`src/rtl/serializer_lanes_if.sv`:
```
// Word-in / lane-out stream bundle for serializer_lanes.
// slave is the serializer side, master is the word producer plus beat consumer.
interface serializer_lanes_if #(
    parameter int DATA_WIDTH = 24,
    parameter int LANES      = 1
);
    logic [DATA_WIDTH-1:0] iv_din;
    logic                  i_din_valid;
    logic                  o_ready;
    logic [LANES-1:0]      ov_dout;
    logic                  o_dout_valid;
    logic                  i_ready;
    logic                  o_dout_last;

    modport slave (
        input  iv_din, i_din_valid, i_ready,
        output o_ready, ov_dout, o_dout_valid, o_dout_last
    );

    modport master (
        output iv_din, i_din_valid, i_ready,
        input  o_ready, ov_dout, o_dout_valid, o_dout_last
    );
endinterface

```
`src/rtl/serializer_lanes.sv`:
```
// Word-to-lane serializer with a one-word holding buffer for gapless streaming.
// Define SERIALIZER_PARITY_EN to append an even-parity beat after each word.
module serializer_lanes #(
    parameter int DATA_WIDTH = 24,
    parameter int LANES      = 1,
    parameter int MSB_FIRST  = 0
) (
    input  logic               i_clk,
    input  logic               i_rst,
    input  logic               i_en,
    serializer_lanes_if.slave  bus,
    output logic               o_busy
);
    localparam int BEATS = DATA_WIDTH / LANES;
    localparam int CNT_W = $clog2(BEATS + 1);
    localparam logic [CNT_W-1:0] LAST_CNT = CNT_W'(BEATS - 1);

    generate
        if ((DATA_WIDTH % LANES) != 0 || BEATS < 2) begin : g_param_check
            $error("serializer_lanes: DATA_WIDTH must be a multiple of LANES giving at least two beats");
        end
    endgenerate

    typedef enum logic [1:0] {
        ST_IDLE  = 2'd0,
        ST_SHIFT = 2'd1
`ifdef SERIALIZER_PARITY_EN
        , ST_PARITY = 2'd2
`endif
    } state_t;

    state_t                state_q, state_d;
    logic [DATA_WIDTH-1:0] shift_q, shift_d;
    logic [DATA_WIDTH-1:0] hold_q, hold_d;
    logic                  hold_full_q, hold_full_d;
    logic [CNT_W-1:0]      cnt_q, cnt_d;
`ifdef SERIALIZER_PARITY_EN
    logic                  parity_q, parity_d;
`endif

    logic                  accept;
    logic                  consume;
    logic                  last_data;
    logic                  word_end;
    logic [DATA_WIDTH-1:0] shifted;

    assign bus.o_ready      = i_en & ~hold_full_q;
    assign bus.o_dout_valid = (state_q != ST_IDLE);
    assign o_busy           = (state_q != ST_IDLE) | hold_full_q;

    assign accept    = i_en & bus.i_din_valid & ~hold_full_q;
    assign consume   = i_en & bus.o_dout_valid & bus.i_ready;
    assign last_data = (state_q == ST_SHIFT) && (cnt_q == LAST_CNT);
    assign shifted   = (MSB_FIRST != 0) ? (shift_q << LANES) : (shift_q >> LANES);

    // The shifter slot frees up when the final beat of a word (data or parity) leaves.
`ifdef SERIALIZER_PARITY_EN
    assign word_end        = consume && (state_q == ST_PARITY);
    assign bus.o_dout_last = (state_q == ST_PARITY);
`else
    assign word_end        = consume && last_data;
    assign bus.o_dout_last = last_data;
`endif

    always_comb begin
        bus.ov_dout = '0;
        if (state_q == ST_SHIFT) begin
            bus.ov_dout = (MSB_FIRST != 0) ? shift_q[DATA_WIDTH-1 -: LANES] : shift_q[LANES-1:0];
        end
`ifdef SERIALIZER_PARITY_EN
        else if (state_q == ST_PARITY) begin
            bus.ov_dout = LANES'(parity_q);
        end
`endif
    end

    // NOTE: every next-state variable gets its hold value first, so no path can infer a latch.
    always_comb begin
        state_d     = state_q;
        shift_d     = shift_q;
        hold_d      = hold_q;
        hold_full_d = hold_full_q;
        cnt_d       = cnt_q;
`ifdef SERIALIZER_PARITY_EN
        parity_d    = parity_q;
`endif

        if (consume && state_q == ST_SHIFT) begin
            shift_d = shifted;
            if (!last_data) begin
                cnt_d = cnt_q + CNT_W'(1);
            end
`ifdef SERIALIZER_PARITY_EN
            else begin
                state_d = ST_PARITY;
            end
`endif
        end

        if (word_end || (state_q == ST_IDLE && accept)) begin
            cnt_d = '0;
            if (hold_full_q) begin
                shift_d     = hold_q;
                hold_full_d = 1'b0;
                state_d     = ST_SHIFT;
`ifdef SERIALIZER_PARITY_EN
                parity_d    = ^hold_q;
`endif
            end else if (accept) begin
                shift_d  = bus.iv_din;
                state_d  = ST_SHIFT;
`ifdef SERIALIZER_PARITY_EN
                parity_d = ^bus.iv_din;
`endif
            end else begin
                state_d = ST_IDLE;
            end
        end else if (accept) begin
            hold_d      = bus.iv_din;
            hold_full_d = 1'b1;
        end
    end

    // NOTE: state registers use non-blocking assignments so every flop samples pre-edge values.
    always_ff @(posedge i_clk or posedge i_rst) begin
        if (i_rst) begin
            state_q     <= ST_IDLE;
            shift_q     <= '0;
            hold_q      <= '0;
            hold_full_q <= 1'b0;
            cnt_q       <= '0;
`ifdef SERIALIZER_PARITY_EN
            parity_q    <= 1'b0;
`endif
        end else begin
            state_q     <= state_d;
            shift_q     <= shift_d;
            hold_q      <= hold_d;
            hold_full_q <= hold_full_d;
            cnt_q       <= cnt_d;
`ifdef SERIALIZER_PARITY_EN
            parity_q    <= parity_d;
`endif
        end
    end
endmodule

```
`src/flat_wrapper.sv`:
```
// flat-port wrapper written by rule: the top's interface ports become plain ports
module serializer_lanes_flat 
#(
    parameter int DATA_WIDTH = 24,
    parameter int LANES      = 1,
    parameter int MSB_FIRST  = 0
)
  (i_clk, i_rst, i_en, o_busy, bus_iv_din, bus_i_din_valid, bus_i_ready, bus_o_ready, bus_ov_dout, bus_o_dout_valid, bus_o_dout_last);
  serializer_lanes_if #(.DATA_WIDTH(DATA_WIDTH), .LANES(LANES)) bus_i ();
  input  logic i_clk;
  input  logic i_rst;
  input  logic i_en;
  output logic o_busy;
  input wire logic [$bits(bus_i.iv_din)-1:0] bus_iv_din;
  input wire logic [$bits(bus_i.i_din_valid)-1:0] bus_i_din_valid;
  input wire logic [$bits(bus_i.i_ready)-1:0] bus_i_ready;
  output wire logic [$bits(bus_i.o_ready)-1:0] bus_o_ready;
  output wire logic [$bits(bus_i.ov_dout)-1:0] bus_ov_dout;
  output wire logic [$bits(bus_i.o_dout_valid)-1:0] bus_o_dout_valid;
  output wire logic [$bits(bus_i.o_dout_last)-1:0] bus_o_dout_last;
  assign bus_i.iv_din = bus_iv_din;
  assign bus_i.i_din_valid = bus_i_din_valid;
  assign bus_i.i_ready = bus_i_ready;
  assign bus_o_ready = bus_i.o_ready;
  assign bus_ov_dout = bus_i.ov_dout;
  assign bus_o_dout_valid = bus_i.o_dout_valid;
  assign bus_o_dout_last = bus_i.o_dout_last;
  serializer_lanes #(.DATA_WIDTH(DATA_WIDTH), .LANES(LANES), .MSB_FIRST(MSB_FIRST)) u_core (.i_clk(i_clk), .i_rst(i_rst), .i_en(i_en), .bus(bus_i), .o_busy(o_busy));
endmodule
```
`config.mk`:
```
export PLATFORM = sky130hd
export DESIGN_NAME = serializer_lanes_flat
export DESIGN_NICKNAME = d
export VERILOG_FILES = /design/src/rtl/serializer_lanes_if.sv /design/src/rtl/serializer_lanes.sv /design/src/flat_wrapper.sv
export SDC_FILE = /design/constraint.sdc
export NUM_CORES = 1
export LEC_CHECK = 0
export CAP_MARGIN = 10
export CORE_UTILIZATION = 55
export CTS_BUF_LIST = sky130_fd_sc_hd__clkbuf_4
export CTS_CLUSTER_DIAMETER = 200
export DETAILED_ROUTE_END_ITERATION = 8
export HOLD_SLACK_MARGIN = 0.1
export PLACE_DENSITY = 0.77
export SLEW_MARGIN = 10
export SYNTH_ARGS = -nofsm -noshare
export SYNTH_HDL_FRONTEND = slang
export SYNTH_SLANG_ARGS = --single-unit
```
`constraint.sdc`:
```
create_clock -name i_clk -period 2.3 [get_ports i_clk]
set_input_delay 0.46 -clock i_clk [delete_from_list [all_inputs] [get_ports i_clk]]
set_output_delay 0.46 -clock i_clk [all_outputs]
set_load 0.01 [all_outputs]
```
==> results.yml <==
outcome:
  outcome: "finished clean"
setup_path:
  crit_family: "buffers and inverters"
  crit_path_start: "u_core.state_q[0]"
  cp_num_cells: 3
  required_ns: 1.84
  path_cells: "nor2_1 > inv_1 > clkdlybuf4s50_1"
  path_max_fanout: 11
  cp-start-kind: "flop"
  crit_path_end_kind: "output port"
  r2r-start: "u_core.cnt_q[0]"
  path_class: "flop to output port"
  critPathSlowestCell: "dfrtp_1"
  rr_worst_depth: 7
  crit_arrival_ns: 1.70
  cp.buffers_inverters: 2
  cp_slowest_stage_delay_ns: 0.59
sta:
  slew_headroom: 0.7568
  skew_ns: 0.01622
  worst_pin_slew_ns: 0.3648
  max_freq_mhz: 463.3
  setup-violations-final: 0
  slew_violations: 0
  period_share: 0.9385
  hold_viol: 0
  rsz0062_at_grt: "false"
  tns_ns: 0
  hold_slack_ns: 0.4282
  finalCriticalPeriod_ns: 2.158
drt:
  drt_iter0_markers: 181
  vias_per_cell: 5.936
  firstDrtPassIters: 4
  post-route-drc-count: 0
  drt_wl_total_um: 6029
  post_drt_wl_per_cell_um: 17.48
  ant_nets: 0
  num_vias: 2048
cts:
  htree_levels: 2
  cts_sinks: 55
  hold_buffers: 0
  clkTransAtPathRegs_ns: 0.16
  tritoncts: "done"
  cts_made_buffers: 5
  cts_buffer_depth: 2
  insertion_delay_ns: 0.37
  clock-root-buffer: "clkbuf_4"
die:
  die-area_sq_mm: 0.005350
  fp.dieW_um: 73.15
  core_area_sq_mm: 0.004786
  die_y_um: 73.15
  initial_core_util: 0.5817
  rows: 25
  ios: 34
global_route:
  grt_start_max_net_pins: 56
  grt-ovfl-total: 0
  track_usage: 0.2524
  antenna_found_initial: 0
  grt_pass1_wl_um: 10030
  grt_pass1_vias: 2056
synth:
  async_reset_ff_frac: 1.000
  synth.top_cell.area_share: 0.4944
  synthTopCellsByArea: "dfrtp_1 (49%), mux2_4 (11%), mux2i_1 (8.6%)"
  synth_edf_count: 0
  netlist-cell-type-count: 34
  ys_seq_elements: 55
  syn_inst: 236
  syn-cell-area_sq_mm: 0.002784
  ys.flop_type: "dfrtp_1"
  yosysTopAreaCell: "dfrtp_1"
  ys_seq_area_frac: 0.4944
  synth-warning-count: 0
  syn_avg_cell_area_sq_um: 11.80
  synth_nets: 266
placement:
  io_buffers: 33
  hpwl_um: 3953
  place.detailed.instances: 335
  gp_congestion: 0.8369
  dpl_cell_area_sq_mm: 0.003247
hold_path:
  hp-class: "input pin to asynchronous set/reset pin"
finish:
  area_delta_synth_final_pct: 19.19
  final_common_cell: "dfrtp_1"
  stdcell_area_sq_mm: 0.003318
  layout.cells.most_common_list: "dfrtp_1 (55), a21oi_1 (38), clkdlybuf4s50_1 (32)"
  final_nets: 307
  regArea_sq_mm: 0.001376
  final_cells: 345
  num_antenna_cells: 0
  drive_above_1_share: 0.1942
  final_util: 0.6933
  multi_input_area_sq_mm: 0.001287
  num-fill-cells: 369
pwr:
  combPwrFrac: 0.069
  swShare: 0.2260
  cellLeakagePower_nw: 1.695
  power.clock.fraction: 0.286
  switchingPower_uw: 345.5
  cellPowerDensity_mw_per_mm2: 460.7
  power_frac_seq: 0.645
  vdd_ir_drop_max_mv: 0.3343
  p_int_mw: 1.183
flow_run:
  maxCapViolCount: 0
==> state kept, by name, summed over array words and instances, names as in the netlist <==
register,cells
u_core.cnt_q,5
u_core.hold_full_q,1
u_core.hold_q,24
u_core.shift_q,24
u_core.state_q,1
==> routing by layer <==
metal	up-vias	share of wire	GRT usage
met5	-	0	0
met4	0	0.012	0.08932
met3	6	0.029	0.04420
met2	49	0.49	0.4002
met1	1020	0.47	0.3501
li1	973	-	-
==> timing repair <==
action	CTS	global route
buffers inserted	2	0
setup endpoints to repair	1	0
gates resized for setup	1	0
==> synth_stat cells, types with 5 or more instances <==
cell type	number
mux2_4	20
nand2_1	7
nor2_1	5
o21ai_0	13
a32oi_1	6
a21oi_1	38
o32ai_1	17
mux2i_1	24
buf_2	6
dfrtp_1	55
==> final timing paths <==
path                                endpoint  slack (ns)
max                                   o_busy        0.14
min                        u_core.shift_q[4]        0.43
max reg2reg                u_core.hold_q[19]        0.47
min reg2reg                u_core.hold_q[23]        0.54
max in group asynchronous  u_core.shift_q[7]        1.61
min in group i_clk         u_core.hold_q[23]        0.54
==> final cells by class <==
type                    count  area share
repair buffers             51      0.1512
multi-input cells         161      0.3880
well taps                  67     0.02526
clock buffers               7     0.01584
inverters                   3    0.003394
flip-flops and latches     55      0.4148
clock inverters             1    0.001508
==> stage by stage <==
step / setup slack [ns] / total power, mW
after CTS: 0.1272 / 1.545
after global routing: 0.04965 / 1.592
after detailed placement: 0.1526 / 1.110
after global placement: 0.1836 / 1.107
after floorplan: 0.4614 / 1.039
final: 0.1416 / 1.529
==> worst register-to-register path: cells and delay by family (launching register included) <==
family                   cells  cell delay (ns)
AND/OR/NAND/NOR              2             0.27
multiplexers                 1             0.31
AO/OA/AOI/OAI                1             0.16
buffers and inverters        2             0.33
adder cells (fa/ha/maj)      1             0.23
flip-flops                   1             0.41
==> power groups by stage <==
stage                     registers, mW  clock network [mW]  logic (mW)
after floorplan                    1.00                   0      0.0379
after global placement             1.00                   0       0.105
after detailed placement           1.00                   0       0.106
after CTS                         0.985               0.453       0.107
after global routing              0.987               0.487       0.118
final                             0.985               0.438       0.106
==> logic make-up after synthesis <==
group / after synthesis / synth area share
flops: 55 / 0.4944
xor+xnor: 1 / 0.003147
buf+inv: 20 / 0.04314
compound gates: 80 / 0.1838
fa+ha+maj: 1 / 0.004494
simple gates: 31 / 0.06068
mux: 48 / 0.2103
Power figures use the tool's default switching activity.
